**config.mk**
```make
export PLATFORM = sky130hd
export DESIGN_NAME = bus_master_port
export DESIGN_NICKNAME = d
export VERILOG_FILES = /design/src/rtl/bus_pkg.sv /design/src/rtl/bus_shift_reg.sv /design/src/rtl/bus_master_port.sv
export SDC_FILE = /design/constraint.sdc
export NUM_CORES = 1
export LEC_CHECK = 0
export BUFFER_PORTS_ARGS = -buffer_cell sky130_fd_sc_hd__buf_2
export CAP_MARGIN = 20
export CORE_MARGIN = 5
export CORE_UTILIZATION = 40
export CTS_CLUSTER_DIAMETER = 100
export DETAILED_ROUTE_END_ITERATION = 6
export HOLD_SLACK_MARGIN = 0.06
export PLACE_DENSITY = 0.69
export SYNTH_ARGS = -nofsm -noshare
export SYNTH_HDL_FRONTEND = slang
export SYNTH_SLANG_ARGS = --single-unit
export TNS_END_PERCENT = 30
```
**constraint.sdc**
```tcl
create_clock -name clk -period 2.5 [get_ports clk]
set_input_delay 0.5 -clock clk [delete_from_list [all_inputs] [get_ports clk]]
set_output_delay 0.5 -clock clk [all_outputs]
set_load 0.05 [all_outputs]
```
**src/rtl/bus_pkg.sv**
```systemverilog
// Shared types and defaults for the serial bus master port.
// Holds the FSM state encoding, the default widths and the rw encoding.
package bus_pkg;

  typedef enum logic [2:0] {
    IDLE,
    REQ,
    SEL,
    ADDR,
    WDATA,
    RWAIT,
    DONE
  } bus_state_t;

  localparam int DEF_ADDR_W  = 12;
  localparam int DEF_DATA_W  = 8;
  localparam int DEF_SLV_W   = 2;
  localparam int DEF_TIMEOUT = 255;

  localparam logic RW_WRITE = 1'b1;
  localparam logic RW_READ  = 1'b0;

  function automatic int max3(input int a, input int b, input int c);
    int m;
    m = (a > b) ? a : b;
    return (m > c) ? m : c;
  endfunction

  // Width of a counter that must hold 0..n-1, never narrower than one bit.
  function automatic int cnt_width(input int n);
    return (n <= 1) ? 1 : $clog2(n);
  endfunction

endpackage

```
**src/rtl/bus_shift_reg.sv**
```systemverilog
// Parallel-load shift register, LSB leaves first and new bits enter at the MSB,
// so after WIDTH shifts the first serial bit in sits at bit 0.
module bus_shift_reg #(
  parameter int WIDTH = 8
) (
  input  logic             clk,
  input  logic             reset,
  input  logic             clear,
  input  logic             load,
  input  logic             shift,
  input  logic             serial_in,
  input  logic [WIDTH-1:0] load_data,
  output logic [WIDTH-1:0] data
);

  logic [WIDTH-1:0] data_reg;
  logic [WIDTH-1:0] shifted;

  genvar gi;
  generate
    for (gi = 0; gi < WIDTH; gi++) begin : g_shift
      if (gi == WIDTH - 1) begin : g_msb
        assign shifted[gi] = serial_in;
      end else begin : g_body
        assign shifted[gi] = data_reg[gi+1];
      end
    end
  endgenerate

  always_ff @(posedge clk or posedge reset) begin
    if (reset) begin
      data_reg <= '0;
    end else if (clear) begin
      data_reg <= '0;
    end else if (load) begin
      data_reg <= load_data;
    end else if (shift) begin
      data_reg <= shifted;
    end
  end

  assign data = data_reg;

endmodule

```
**src/rtl/bus_master_port.sv**
```systemverilog
// Master-side serial bus port: requests the arbiter, sends slave select, address
// and write data, collects read replies, restarts on preemption, aborts on timeout.
module bus_master_port
  import bus_pkg::*;
#(
  parameter int ADDR_W  = DEF_ADDR_W,
  parameter int DATA_W  = DEF_DATA_W,
  parameter int SLV_W   = DEF_SLV_W,
  parameter int TIMEOUT = DEF_TIMEOUT
) (
  input  logic              clk,
  input  logic              reset,
  input  logic              start,
  input  logic              rw,
  input  logic [SLV_W-1:0]  slave_id,
  input  logic [ADDR_W-1:0] addr,
  input  logic [DATA_W-1:0] wdata,
  output logic              ready,
  output logic              done,
  output logic              error,
  output logic [DATA_W-1:0] rdata,
  output logic              request,
  input  logic              grant,
  output logic              slave_select,
  output logic              bus_out,
  output logic              bus_valid,
  output logic              bus_rw,
  input  logic              bus_in,
  input  logic              bus_in_valid
);

  localparam int TX_W       = (ADDR_W > DATA_W) ? ADDR_W : DATA_W;
  localparam int BIT_CNT_W  = cnt_width(max3(ADDR_W, DATA_W, SLV_W + 1));
  localparam int WAIT_CNT_W = cnt_width(TIMEOUT);

  localparam logic [BIT_CNT_W-1:0]  SEL_LAST  = BIT_CNT_W'(SLV_W);
  localparam logic [BIT_CNT_W-1:0]  ADDR_LAST = BIT_CNT_W'(ADDR_W - 1);
  localparam logic [BIT_CNT_W-1:0]  DATA_LAST = BIT_CNT_W'(DATA_W - 1);
  localparam logic [WAIT_CNT_W-1:0] WAIT_LAST = WAIT_CNT_W'(TIMEOUT - 1);

  bus_state_t state_reg;
  bus_state_t state_next;
  logic       timeout_hit;

  logic [BIT_CNT_W-1:0]  bit_cnt_reg;
  logic [WAIT_CNT_W-1:0] wait_cnt_reg;

  logic              rw_reg;
  logic [SLV_W-1:0]  slave_id_reg;
  logic [ADDR_W-1:0] addr_reg;
  logic [DATA_W-1:0] wdata_reg;
  logic [DATA_W-1:0] rdata_reg;
  logic              error_reg;

  logic            tx_load;
  logic            tx_shift;
  logic            tx_clear;
  logic [TX_W-1:0] tx_load_data;
  logic [TX_W-1:0] tx_q;

  logic              rx_clear;
  logic              rx_shift;
  logic [DATA_W-1:0] rx_q;

  logic [SLV_W:0] sel_frame;
  logic [SLV_W:0] sel_hit;
  logic           sel_bit;
  logic           unused_shift_bits;

  // ---------------- state register ----------------
  always_ff @(posedge clk or posedge reset) begin
    if (reset) begin
      state_reg <= IDLE;
    end else begin
      state_reg <= state_next;
    end
  end

  // ---------------- next-state logic ----------------
  always_comb begin
    state_next  = state_reg;
    timeout_hit = 1'b0;
    unique case (state_reg)
      IDLE: begin
        if (start) state_next = REQ;
      end
      REQ: begin
        if (grant) begin
          state_next = SEL;
        end else if (wait_cnt_reg == WAIT_LAST) begin
          state_next  = IDLE;
          timeout_hit = 1'b1;
        end
      end
      SEL: begin
        if (!grant) state_next = REQ;
        else if (bit_cnt_reg == SEL_LAST) state_next = ADDR;
      end
      ADDR: begin
        if (!grant) state_next = REQ;
        else if (bit_cnt_reg == ADDR_LAST) state_next = (rw_reg == RW_WRITE) ? WDATA : RWAIT;
      end
      WDATA: begin
        if (!grant) state_next = REQ;
        else if (bit_cnt_reg == DATA_LAST) state_next = DONE;
      end
      RWAIT: begin
        // Preemption outranks both a completing bit and a reply timeout.
        if (!grant) begin
          state_next = REQ;
        end else if (bus_in_valid) begin
          if (bit_cnt_reg == DATA_LAST) state_next = DONE;
        end else if (wait_cnt_reg == WAIT_LAST) begin
          state_next  = IDLE;
          timeout_hit = 1'b1;
        end
      end
      DONE: begin
        state_next = IDLE;
      end
      default: begin
        state_next = IDLE;
      end
    endcase
  end

  // ---------------- output logic ----------------
  always_comb begin
    ready        = 1'b0;
    request      = 1'b0;
    done         = 1'b0;
    slave_select = 1'b0;
    bus_valid    = 1'b0;
    bus_out      = 1'b0;
    bus_rw       = 1'b0;
    unique case (state_reg)
      IDLE: ready = 1'b1;
      REQ:  request = 1'b1;
      SEL: begin
        request      = 1'b1;
        slave_select = grant & sel_bit;
      end
      ADDR, WDATA: begin
        // Bus drive is gated by grant so nothing leaks out during preemption.
        request   = 1'b1;
        bus_valid = grant;
        bus_out   = grant & tx_q[0];
        bus_rw    = grant & rw_reg;
      end
      RWAIT: request = 1'b1;
      DONE:  done = 1'b1;
      default: ready = 1'b0;
    endcase
  end

  assign error = error_reg;
  assign rdata = rdata_reg;

  // Slave-select frame: start bit at position 0, then slave_id LSB first.
  assign sel_frame = {slave_id_reg, 1'b1};

  genvar gi;
  generate
    for (gi = 0; gi <= SLV_W; gi++) begin : g_sel
      assign sel_hit[gi] = (bit_cnt_reg == BIT_CNT_W'(gi)) & sel_frame[gi];
    end
  endgenerate

  assign sel_bit = |sel_hit;

  // ---------------- counters ----------------
  always_ff @(posedge clk or posedge reset) begin
    if (reset) begin
      bit_cnt_reg  <= '0;
      wait_cnt_reg <= '0;
    end else if (state_next != state_reg) begin
      bit_cnt_reg  <= '0;
      wait_cnt_reg <= '0;
    end else begin
      unique case (state_reg)
        SEL, ADDR, WDATA: bit_cnt_reg <= bit_cnt_reg + BIT_CNT_W'(1);
        REQ: wait_cnt_reg <= wait_cnt_reg + WAIT_CNT_W'(1);
        RWAIT: begin
          if (bus_in_valid) begin
            bit_cnt_reg  <= bit_cnt_reg + BIT_CNT_W'(1);
            wait_cnt_reg <= '0;
          end else begin
            wait_cnt_reg <= wait_cnt_reg + WAIT_CNT_W'(1);
          end
        end
        default: begin
          bit_cnt_reg  <= bit_cnt_reg;
          wait_cnt_reg <= wait_cnt_reg;
        end
      endcase
    end
  end

  // ---------------- command capture and result registers ----------------
  always_ff @(posedge clk or posedge reset) begin
    if (reset) begin
      rw_reg       <= 1'b0;
      slave_id_reg <= '0;
      addr_reg     <= '0;
      wdata_reg    <= '0;
      rdata_reg    <= '0;
      error_reg    <= 1'b0;
    end else begin
      if (state_reg == IDLE && start) begin
        rw_reg       <= rw;
        slave_id_reg <= slave_id;
        addr_reg     <= addr;
        wdata_reg    <= wdata;
      end
      if (state_reg == RWAIT && state_next == DONE) begin
        rdata_reg <= {bus_in, rx_q[DATA_W-1:1]};
      end
      error_reg <= timeout_hit;
    end
  end

  // ---------------- shift-path control ----------------
  always_comb begin
    tx_load      = ((state_reg == SEL) && (state_next == ADDR)) ||
                   ((state_reg == ADDR) && (state_next == WDATA));
    tx_load_data = (state_reg == ADDR) ? TX_W'(wdata_reg) : TX_W'(addr_reg);
    tx_shift     = ((state_reg == ADDR) || (state_reg == WDATA)) && (state_next == state_reg);
    tx_clear     = (state_next == REQ) && (state_reg != REQ);
    rx_clear     = tx_clear;
    rx_shift     = (state_reg == RWAIT) && grant && bus_in_valid;
  end

  bus_shift_reg #(
    .WIDTH(TX_W)
  ) u_tx_shift (
    .clk       (clk),
    .reset     (reset),
    .clear     (tx_clear),
    .load      (tx_load),
    .shift     (tx_shift),
    .serial_in (1'b0),
    .load_data (tx_load_data),
    .data      (tx_q)
  );

  bus_shift_reg #(
    .WIDTH(DATA_W)
  ) u_rx_shift (
    .clk       (clk),
    .reset     (reset),
    .clear     (rx_clear),
    .load      (1'b0),
    .shift     (rx_shift),
    .serial_in (bus_in),
    .load_data ('0),
    .data      (rx_q)
  );

  // Only the TX LSB is driven out, and the final RX bit bypasses the register.
  assign unused_shift_bits = ^{tx_q[TX_W-1:1], rx_q[0]};

endmodule

```
==> impl_results.md, run 1 <==
- Gpl congestion: 0.904
- CTS Buf Count: 9
- Commonest non-fill, non-tap cell in the layout: dfrtp_1
- Vias in the first global route: between 2k and 3k
- Antenna diodes: 0
- Number of fill cells: about 800
- Post-DP HPWL: between 5 and 6 mm
- Reg2reg start: bit_cnt_reg[1]$_DFFE_PP0P_
- Syn Std Cell Area: around 3500 um2
- Asr flop ratio synth: between 90% and 100%
- Slowest stage delay, CP: slightly above 500 ps
- Final Slew Violations: 0
- Worst-path maximum fanout: 13
- Final ANT Viol Nets: 0
- Pwr dens: approximately 890 nW/um2
- Via count: between 2k and 3k
- Final Hold Fails: 0
- Leak: between 0.0015 and 0.002 uW
- Die width: between 100 and 150 um
- Min-Delay Path Class: input port to asynchronous set/reset pin
- R2r setup slk: approximately 190 ps
- Combinational cell fraction of total power: between 30% and 40%
- Reg2reg path depth: 7
- Main synth FF type: dfrtp_1
- Residual DRC: 0
- Netlist cell types: 60
- Relative slew slack: roughly 67%
- Core area: around 8600 um2
- Commonest non-fill, non-tap cells in the layout: dfrtp_1 (64), buf_2 (43), mux2_2 (30), nor2_1 (29), mux2i_1 (20)
- Sw power: ~1300 uW
- Nature of the critical path endpoint: output port
- DRT Pass-1 Iters: 4
- GRT Overall Usage: 15.1%
- Initial antenna violation count: 0
- Post-Syn Nets: approximately 350
- CTS tree: built
- Synth area leader: dfrtp_1
- Clock network power share: a little over a quarter
- Mapped Avg Cell Area: around 11 um2
- # port buffers: 44
- Reg2reg end: u_tx_shift.data[10]$_DFFE_PP0P_
- Routed WL: slightly below 8 mm
- Internal power: ~2400 uW
- Outcome: completed
- Worst-Margin Slew: 497 ps
- VDD IR max: 408 uV
- Post-synthesis cell count: between 300 and 400
- Startpoint types: flop
- Top-area cell type share of the netlist area: between 40% and 50%
- Clock Skews: 10.9 ps
- Sequential power share: about two fifths
- DRT iter0 DRCs: 103
- Post-synth EDFFs: 0
- Vias per Instance: around 5.5
- Peak Freq: 421 MHz
- Clock tree root driver cell: clkbuf_8
- Die Area: between 10000 and 15000 um2
- Switching Fraction: roughly 34%
- Warnings from Yosys: 0
- Period utilization: between 90% and 100%
- Final Power: about 3700 uW
- Core Rows: 34
- Max Cap Viol: 0
- Worst path cell trace: or3b_1, nor4b_2, clkbuf_4
- Post-synthesis sequential area ratio: between 40% and 50%
- Final setup TNS: 0 ps
- Starting density of the core: between 40% and 50%
- Largest net degree at the start of global routing: 67
- CTS sink count: between 60 and 70
- CP Class: flop to output port
- Critical Path AT: about 1900 ps
- Slowest CP cell: dfrtp_2
- GR Overflow Total: 0
- Post-DR wirelength/cell: 15.9 um
- Die Y-Extent: slightly above 100 um
- Fin crit period: ~2400 ps
- Req. time, crit path: about 2000 ps
- Top post-synthesis cells by area: dfrtp_1 (47%), mux2_2 (9.7%), mux2i_1 (5.7%), a211oi_1 (3.9%), nor2_1 (3.1%)
- Clock Latency Late Sink: ~330 ps
- Synthesized flop and latch total: 66
- Finish-stage setup viols: 0
- Total number of H-tree levels: 3
- Area growth, synth to finish: 19.3%
- CP top delay family: simple AND/OR/NAND/NOR gates
- WP buf/inv: 1
- Unrepaired setup endpoints after global routing: no
- I/O Pins: 45
- Reg clk slew, reported paths: approximately 80 ps
- Nets@finish: just over 400
- First-pass GRT wire length: about 13 mm
- CTS max path bufs: 2
- Layout cells sized above 1: ~34%
## worst register-to-register path: cells and delay by family, from the launching register on
| kind | cells | cell delay [ps] |
|---|---|---|
| AO/OA/AOI/OAI | 4 | 1030 |
| flip-flops | 1 | 430 |
| AND/OR/NAND/NOR | 1 | 250 |
| buffers and inverters | 1 | 180 |
| adder cells (fa/ha/maj) | 1 | 280 |
## cell usage after synthesis, types with 2 or more instances
master	n
a2111oi_0	2
a2111oi_2	2
a211oi_1	18
a21oi_1	8
a22oi_1	3
and2_1	3
and3_1	14
and3b_1	4
buf_2	9
buf_6	2
clkbuf_1	8
dfrtp_1	66
ha_1	6
inv_1	8
mux2_2	30
mux2i_1	20
nand2_1	17
nand2b_1	4
nand3_1	3
nand3b_1	3
nand4_1	2
nand4bb_1	2
nor2_1	29
nor2b_1	4
nor3_1	2
nor3b_1	2
o211ai_1	2
o21ai_0	7
o221a_2	2
xnor2_1	2
xor2_1	3
## kinds of logic after synthesis
kind of cell    synth area share, %
xor+xnor                       1.25
fa+ha+maj                      2.15
flops                          47.2
compound gates                 14.7
buf+inv                        3.86
mux                            15.4
simple gates                   15.4
## repair_timing
| item | CTS | global route |
|---|---|---|
| hold buffers | 0 | 0 |
| buffers inserted | 0 | 0 |
| gates resized for setup | 0 | 5 |
| endpoints found under the setup margin | 0 | 7 |
## cell type report
type	count	area, um2	share of cell area [%]
Multi-Input combinational cell	222	1740	41.6
Sequential cell	66	1650	39.6
Timing Repair Buffer	63	390	9.35
Clock buffer	10	138	3.30
Tap cell	108	135	3.24
Clock inverter	6	90.1	2.16
Inverter	8	30.0	0.719
## power by group through the flow
stage                     Combinational, uW  Sequential, uW  Clock, uW
final                                  1240            1490        996
after global routing                   1370            1520       1070
after CTS                              1230            1480       1030
after detailed placement               1230            1500          0
after global placement                 1200            1500          0
after floorplan                         952            1420          0
## routing by layer
layer / global-route usage, % / up-vias / wire length, um
met5: 0 / - / 0
li1: - / 1271 / -
met2: 21.7 / 75 / 3400
met4: 7.97 / 0 / 232
met1: 21.4 / 1290 / 3710
met3: 2.92 / 18 / 362
## metrics by stage
stage                     instances  worst slack (ps)  util, %  hold WS (ps)  instance area [um2]
final                           483               126     48.3           238                 4170
after global routing            483              40.6     48.3           253                 4170
after CTS                       483              5.36     48.1           241                 4160
after detailed placement        467               119     45.5           490                 3930
after global placement          467               211     45.5           484                 3930
after floorplan                 316              52.8        -           472                 3510
## worst max-delay path by stage
stage,start,to,slack [ps],cells past startpoint
after global placement,state_reg[1]$_DFF_PP0_,u_tx_shift.data[2]$_DFFE_PP0P_,210,6
after global routing,bit_cnt_reg[0]$_DFFE_PP0P_,u_tx_shift.data[10]$_DFFE_PP0P_,40,7
after floorplan,state_reg[1]$_DFF_PP0_,addr_reg[0]$_DFFE_PP0P_,50,6
after detailed placement,state_reg[1]$_DFF_PP0_,u_tx_shift.data[2]$_DFFE_PP0P_,120,6
final,state_reg[0]$_DFF_PP0_,slave_select,130,3
after CTS,state_reg[0]$_DFF_PP0_,slave_select,5,3
(Power assumes the default switching activity.)
==> run 2, diff against run 1 <==
Settings changed: RECOVER_POWER set to 25.
==> run 2 against run 1 <==
  * The flow now finishes with violations (max-capacitance violations, max-slew violations)
  * Maximum frequency about the same
  * Cell count is the same
  * Via count down 0.23%
  * Design area fell by 0.36%
  * Combinational power barely moved
  * Die area unchanged
  * Clock skew unchanged
  * Largest cell class unchanged
  * Highest routed layer unchanged
==> impl_results.md, run 2 (synthesis gave the netlist of run 1 again) <==
- Die width: 104 um
- # port buffers: 44
- DRT Pass-1 Iters: 4
- GR Util met1: 21.4%
- Vias per Instance: 5.48
- Met3 usage: 2.92%
- CTS max path bufs: 2
- Outcome: complete, but fails checks
- I/O Pins: 45
- Die Y-Extent: just over 100 um
- Worst-path maximum fanout: 13
- CP Class: flop to output port
- Setup Fix Bufs, Post-CTS: 0
- Period utilization: 95.0%
- Worst-Margin Slew: 1630 ps
- DRT iter0 DRCs: roughly 100
- Routed WL: between 7 and 8 mm
- Initial antenna violation count: 0
- GR Overflow Total: 0
- Post-DR wirelength/cell: about 16 um
- Layout cells sized above 1: between 30% and 40%
- Most Crowded Layer GR: met2
- Relative slew slack: -8.73%
- Final Hold Fails: 0
- Nature of the critical path endpoint: output port
- Starting density of the core: around 40%
- Req. time, crit path: approximately 2000 ps
- Hold slack final: 383 ps
- Die Area: ~11000 um2
- Final ANT Viol Nets: 0
- Final setup TNS: 0 ps
- Finished Core Util: 48.2%
- Via count: about 2.6k
- Area after DPL: 3930 um2
- Nets@finish: ~410
- Critical Path AT: between 1500 and 2000 ps
- Commonest non-fill, non-tap cell in the layout: dfrtp_1
- Antenna diodes: 0
- Finish-stage setup viols: 0
- Commonest non-fill, non-tap cells in the layout: dfrtp_1 (64), buf_2 (43), mux2_2 (30), nor2_1 (29), mux2i_1 (20)
- Clock tree root driver cell: clkbuf_8
- Total number of H-tree levels: 3
- VDD IR max: a little over 400 uV
- Unrepaired setup endpoints after global routing: no
- Pwr dens: approximately 900 nW/um2
- Core Rows: 34
- Startpoint types: flop
- First-pass GRT wire length: 13.5 mm
- GRT Overall Usage: between 15 and 20%
- Clock Skews: roughly 11 ps
- Largest net degree at the start of global routing: 67
- Core area: between 8000 and 9000 um2
- Residual DRC: 0
- CTS tree: built
- Clock Latency Late Sink: 330 ps
- Min-Delay Path Class: input port to flop
- Vias in the first global route: 2695
- Grt met2 use: 21.7%
- Area growth, synth to finish: 18.9%
- Final Slew Violations: between 60 and 70
- Leak: roughly 0.0019 uW
- Fin crit period: around 2400 ps
- CTS Hold Bufs: 0
- Final Cell Area: between 4000 and 5000 um2
- Post-DP HPWL: 5.62 mm
- Max Cap Viol: 1
- CTS sink count: 66
- Peak Freq: between 400 and 500 MHz
- Failing checks: max-capacitance violations, max-slew violations
- Reg clk slew, reported paths: roughly 70 ps
- Gpl congestion: between 0.9 and 1
- CTS Buf Count: 9
## run 2: cell types whose count changed in the layout (fill, tap and decap cells not counted), sizes merged
| cell | before | now |
|---|---|---|
| clkbuf | 11 | 12 |
| buf | 62 | 61 |
## run 2: path summary, 6_finish.rpt
check | startpoint | endpoint | slack, ps | cells after the start
worst max-delay path | state_reg[0]$_DFF_PP0_ | slave_select | 130 | 3
worst min-delay path | addr[11] | addr_reg[11]$_DFFE_PP0P_ | 380 | 3
worst max register to register | bit_cnt_reg[1]$_DFFE_PP0P_ | u_tx_shift.data[10]$_DFFE_PP0P_ | 190 | 7
worst min register to register | rdata[5]$_DFFE_PP0P_ | rdata[5]$_DFFE_PP0P_ | 500 | 1
max in group asynchronous | reset | state_reg[0]$_DFF_PP0_ | 680 | 3
min in group asynchronous | reset | wait_cnt_reg[2]$_DFFE_PP0P_ | 740 | 3
## run 2: layer usage
metal / vias up / wire length (um)
li1: 1271 / -
met3: 18 / 361
met1: 1284 / 3710
met4: 0 / 232
met5: - / 0
met2: 75 / 3390
## run 2: power by group
group / switching [uW] / internal (uW)
logic: 690 / 550
clock network: 405 / 590
registers: 187 / 1310
total: 1280 / 2450
## run 2: worst max-delay path, stage by stage, from the launching register on
cell and delay, ps:
dfrtp_2 510, or3b_1 460, nor4b_2 290, clkbuf_4 280
## run 2: through the flow
| step | total power [uW] | cells | setup WS [ps] |
|---|---|---|---|
| after CTS | 3740 | 483 | 5.36 |
| final | 3730 | 483 | 126 |
| after global placement | 2700 | 467 | 211 |
| after floorplan | 2370 | 316 | 52.8 |
| after global routing | 3970 | 483 | 40.6 |
| after detailed placement | 2730 | 467 | 119 |
## run 2: final cells by class
| cell class | count | area (um2) |
|---|---|---|
| clock inverter | 6 | 90.1 |
| clock buffer | 10 | 138 |
| fill | 801 | 4480 |
| timing repair buffer | 63 | 375 |
| sequential | 66 | 1650 |
| inverter | 8 | 30.0 |
| multi-input combinational | 222 | 1740 |
| tap | 108 | 135 |
## run 2: timing repair
item	CTS	global route
hold endpoints to repair	0	0
resized for setup	0	5
setup endpoints to repair	0	7
==> run 3, diff against run 2 <==
Settings changed: ABC_AREA set to 1, CORE_MARGIN 5 to 2.
==> run 3 against run 2 <==
  * The run now ends clean
  * Clock skew rose by 2.6 ps
  * Core utilization fell by 1.0 points
  * Synthesized area rose by 2.6%
  * Non-clock buffer count fell by 14
  * Critical path depth rose by 3
  * Via count rose by 15%
  * Count of clock-buffer cells in the layout fell by 1
  * Power rose by 20%
  * Sequential power rose by 5%
  * Largest power group is now combinational logic
  * Highest routed layer unchanged
==> impl_results.md, run 3 <==
- Outcome: completed
- Vias in the first global route: approximately 2.9k
- Reg2reg path depth: 11
- Initial antenna violation count: 0
- Total number of H-tree levels: 3
- CTS tree: built
- Nets@finish: 538
- Worst-Margin Slew: 1050 ps
- Worst-path maximum fanout: 12
- Commonest non-fill, non-tap cells in the layout: nand2_1 (191), dfrtp_1 (65), buf_2 (44), nand3_1 (41), inv_1 (29)
- DRT Pass-1 Iters: 4
- Dpl ws: around 170 ps
- Warnings from Yosys: 0
- Top-area cell type share of the netlist area: 46.0%
- Nature of the critical path endpoint: output port
- CTS sink count: 66
- Unrepaired setup endpoints after global routing: no
- Reg clk slew, reported paths: 80 ps
- Post-DP HPWL: about 5.6 mm
- Final Slew Violations: 0
- First-pass GRT wire length: between 10 and 15 mm
- Commonest non-fill, non-tap cell in the layout: nand2_1
- VDD IR max: 669 uV
- Clock tree root driver cell: clkbuf_8
- Relative slew slack: a little under 30%
- Top post-synthesis cells by area: dfrtp_1 (46%), nand2_1 (20%), nand3_1 (5.7%), inv_1 (3.0%), nand4_1 (2.6%)
- Core Rows: 34
- Post-synthesis sequential area ratio: a little under half
- Final setup TNS: 0 ps
- Layout cells sized above 1: between 15 and 20%
- CP Class: flop to output port
- PnR worst setup slack: ~160 ps
- GRT Overall Usage: between 10% and 20%
- Post-Syn Nets: slightly below 500
- Syn Std Cell Area: 3590 um2
- Mapped Avg Cell Area: about 8 um2
- Routed WL: ~7.9 mm
- Fin crit period: ~2300 ps
- Cell with the most instances after synthesis: nand2_1
- Finish-stage setup viols: 0
- Worst path cell trace: nor2_1, nand2_1, nand2_1, inv_1, nor2_1, buf_2
- Die width: 98.7 um
- Final Hold Fails: 0
- Reg2reg start: bit_cnt_reg[0]$_DFFE_PP0P_
- Hold slack final: approximately 330 ps
- Top post-synthesis cells by count: nand2_1 (191), dfrtp_1 (66), nand3_1 (41), inv_1 (29), nor2_1 (17)
- Slowest CP cell: dfrtp_2
- CTS Buf Count: 9
- Gpl congestion: ~0.89
- Starting density of the core: about 40%
- Period utilization: 93.8%
- Max Cap Viol: 0
- Final Power: about 4500 uW
- Slowest stage delay, CP: between 500 and 600 ps
- Reg2reg end: u_tx_shift.data[8]$_DFFE_PP0P_
- Asr flop ratio synth: between 90% and 100%
- Clock Skews: between 10 and 15 ps
- I/O Pins: 45
- Antenna diodes: 0
- Core area: just under 9000 um2
- Final ANT Viol Nets: 0
- Met3 usage: 4.04%
- Die Y-Extent: 98.7 um
- Area growth, synth to finish: 14.5%
- CTS max path bufs: 2
- Req. time, crit path: around 2000 ps
- Die Area: between 9000 and 10000 um2
- R2r setup slk: 220 ps
- Min-Delay Path Class: input port to asynchronous set/reset pin
- DRT iter0 DRCs: roughly 170
- Critical Path AT: between 1500 and 2000 ps
- Grt met2 use: between 20% and 30%
- Netlist cell types: 34
- Residual DRC: 0
- Post-DR wirelength/cell: 12.8 um
- Synth area leader: dfrtp_1
- CTS Hold Bufs: 0
- GR Overflow Total: 0
- Vias per Instance: 4.94
- Synthesized flop and latch total: between 60 and 70
- Pwr dens: approximately 1100 nW/um2
- Post-synth EDFFs: 0
- Peak Freq: 427 MHz
- Leak: 0.00221 uW
- Clock Latency Late Sink: 360 ps
- Via count: approximately 3k
- Post-synthesis cell count: 460
- Startpoint types: flop
- # port buffers: between 40 and 50
- Largest net degree at the start of global routing: between 40 and 50
- Main synth FF type: dfrtp_1
- GR Util met1: between 20% and 30%
- Most Crowded Layer GR: met2
run 3: cell count changes in the layout (fill, tap and decap cells not counted), sizes merged, moves of 6 or more:
cell / delta
nand2: +188
nand3: +40
mux2: -30
inv: +28
mux2i: -20
a211oi: -18
and3: -14
nand4: +14
buf: -13
o21ai: +11
a2111oi: -6
nor2: -6
o22ai: +6
run 3: area by class of cell:
type,instances,area (um2)
fill,847,4610
sequential,66,1650
tap,108,135
inverter,35,136
timing repair buffer,49,255
clock buffer,9,124
clock inverter,6,91.3
multi-input combinational,342,1710
run 3: metrics by stage:
stage | cells | utilization (%) | cell area, um2
after floorplan | 460 | - | 3590
after global placement | 600 | 44.8 | 3910
after detailed placement | 600 | 44.8 | 3910
after CTS | 615 | 47.3 | 4120
after global routing | 615 | 47.1 | 4110
final | 615 | 47.1 | 4110
run 3: kinds of logic after synthesis:
family | Yosys count | share of synthesized area (%)
compound gates | 34 | 6.00
xor+xnor | 8 | 1.95
fa+ha+maj | 6 | 2.09
buf+inv | 52 | 6.38
flops | 66 | 46.0
simple gates | 294 | 37.6
run 3: critical path: cells and delay by family, from the launching register on:
family	cells	cell delay [ps]
buffers and inverters	2	400
DFF	1	520
and+or+nand+nor	4	580
run 3: layer usage:
layer	vias to the layer above	wire length (um)
met2	68	3420
met1	1397	3990
met5	-	0
met3	8	365
met4	0	122
li1	1563	-
run 3: timing repair:
action,CTS,global route
endpoints found under the setup margin,0,10
gates resized for setup,0,1
buffers inserted,0,0
run 3: where the power goes:
| part | internal (uW) | switching, uW |
|---|---|---|
| clock network | 559 | 440 |
| logic | 559 | 1350 |
| registers | 1350 | 212 |
| total | 2460 | 2010 |
run 3: how the worst max path moves through the flow:
stage,startpoint,to,slack (ps),depth (start not counted)
after floorplan,grant,slave_select,240,3
after detailed placement,state_reg[0]$_DFF_PP0_,u_tx_shift.data[5]$_DFFE_PP0P_,170,12
after CTS,state_reg[0]$_DFF_PP0_,bus_out,70,6
after global routing,state_reg[1]$_DFF_PP0_,slave_select,30,5
after global placement,state_reg[0]$_DFF_PP0_,u_tx_shift.data[2]$_DFFE_PP0P_,280,12
final,state_reg[0]$_DFF_PP0_,bus_valid,160,6
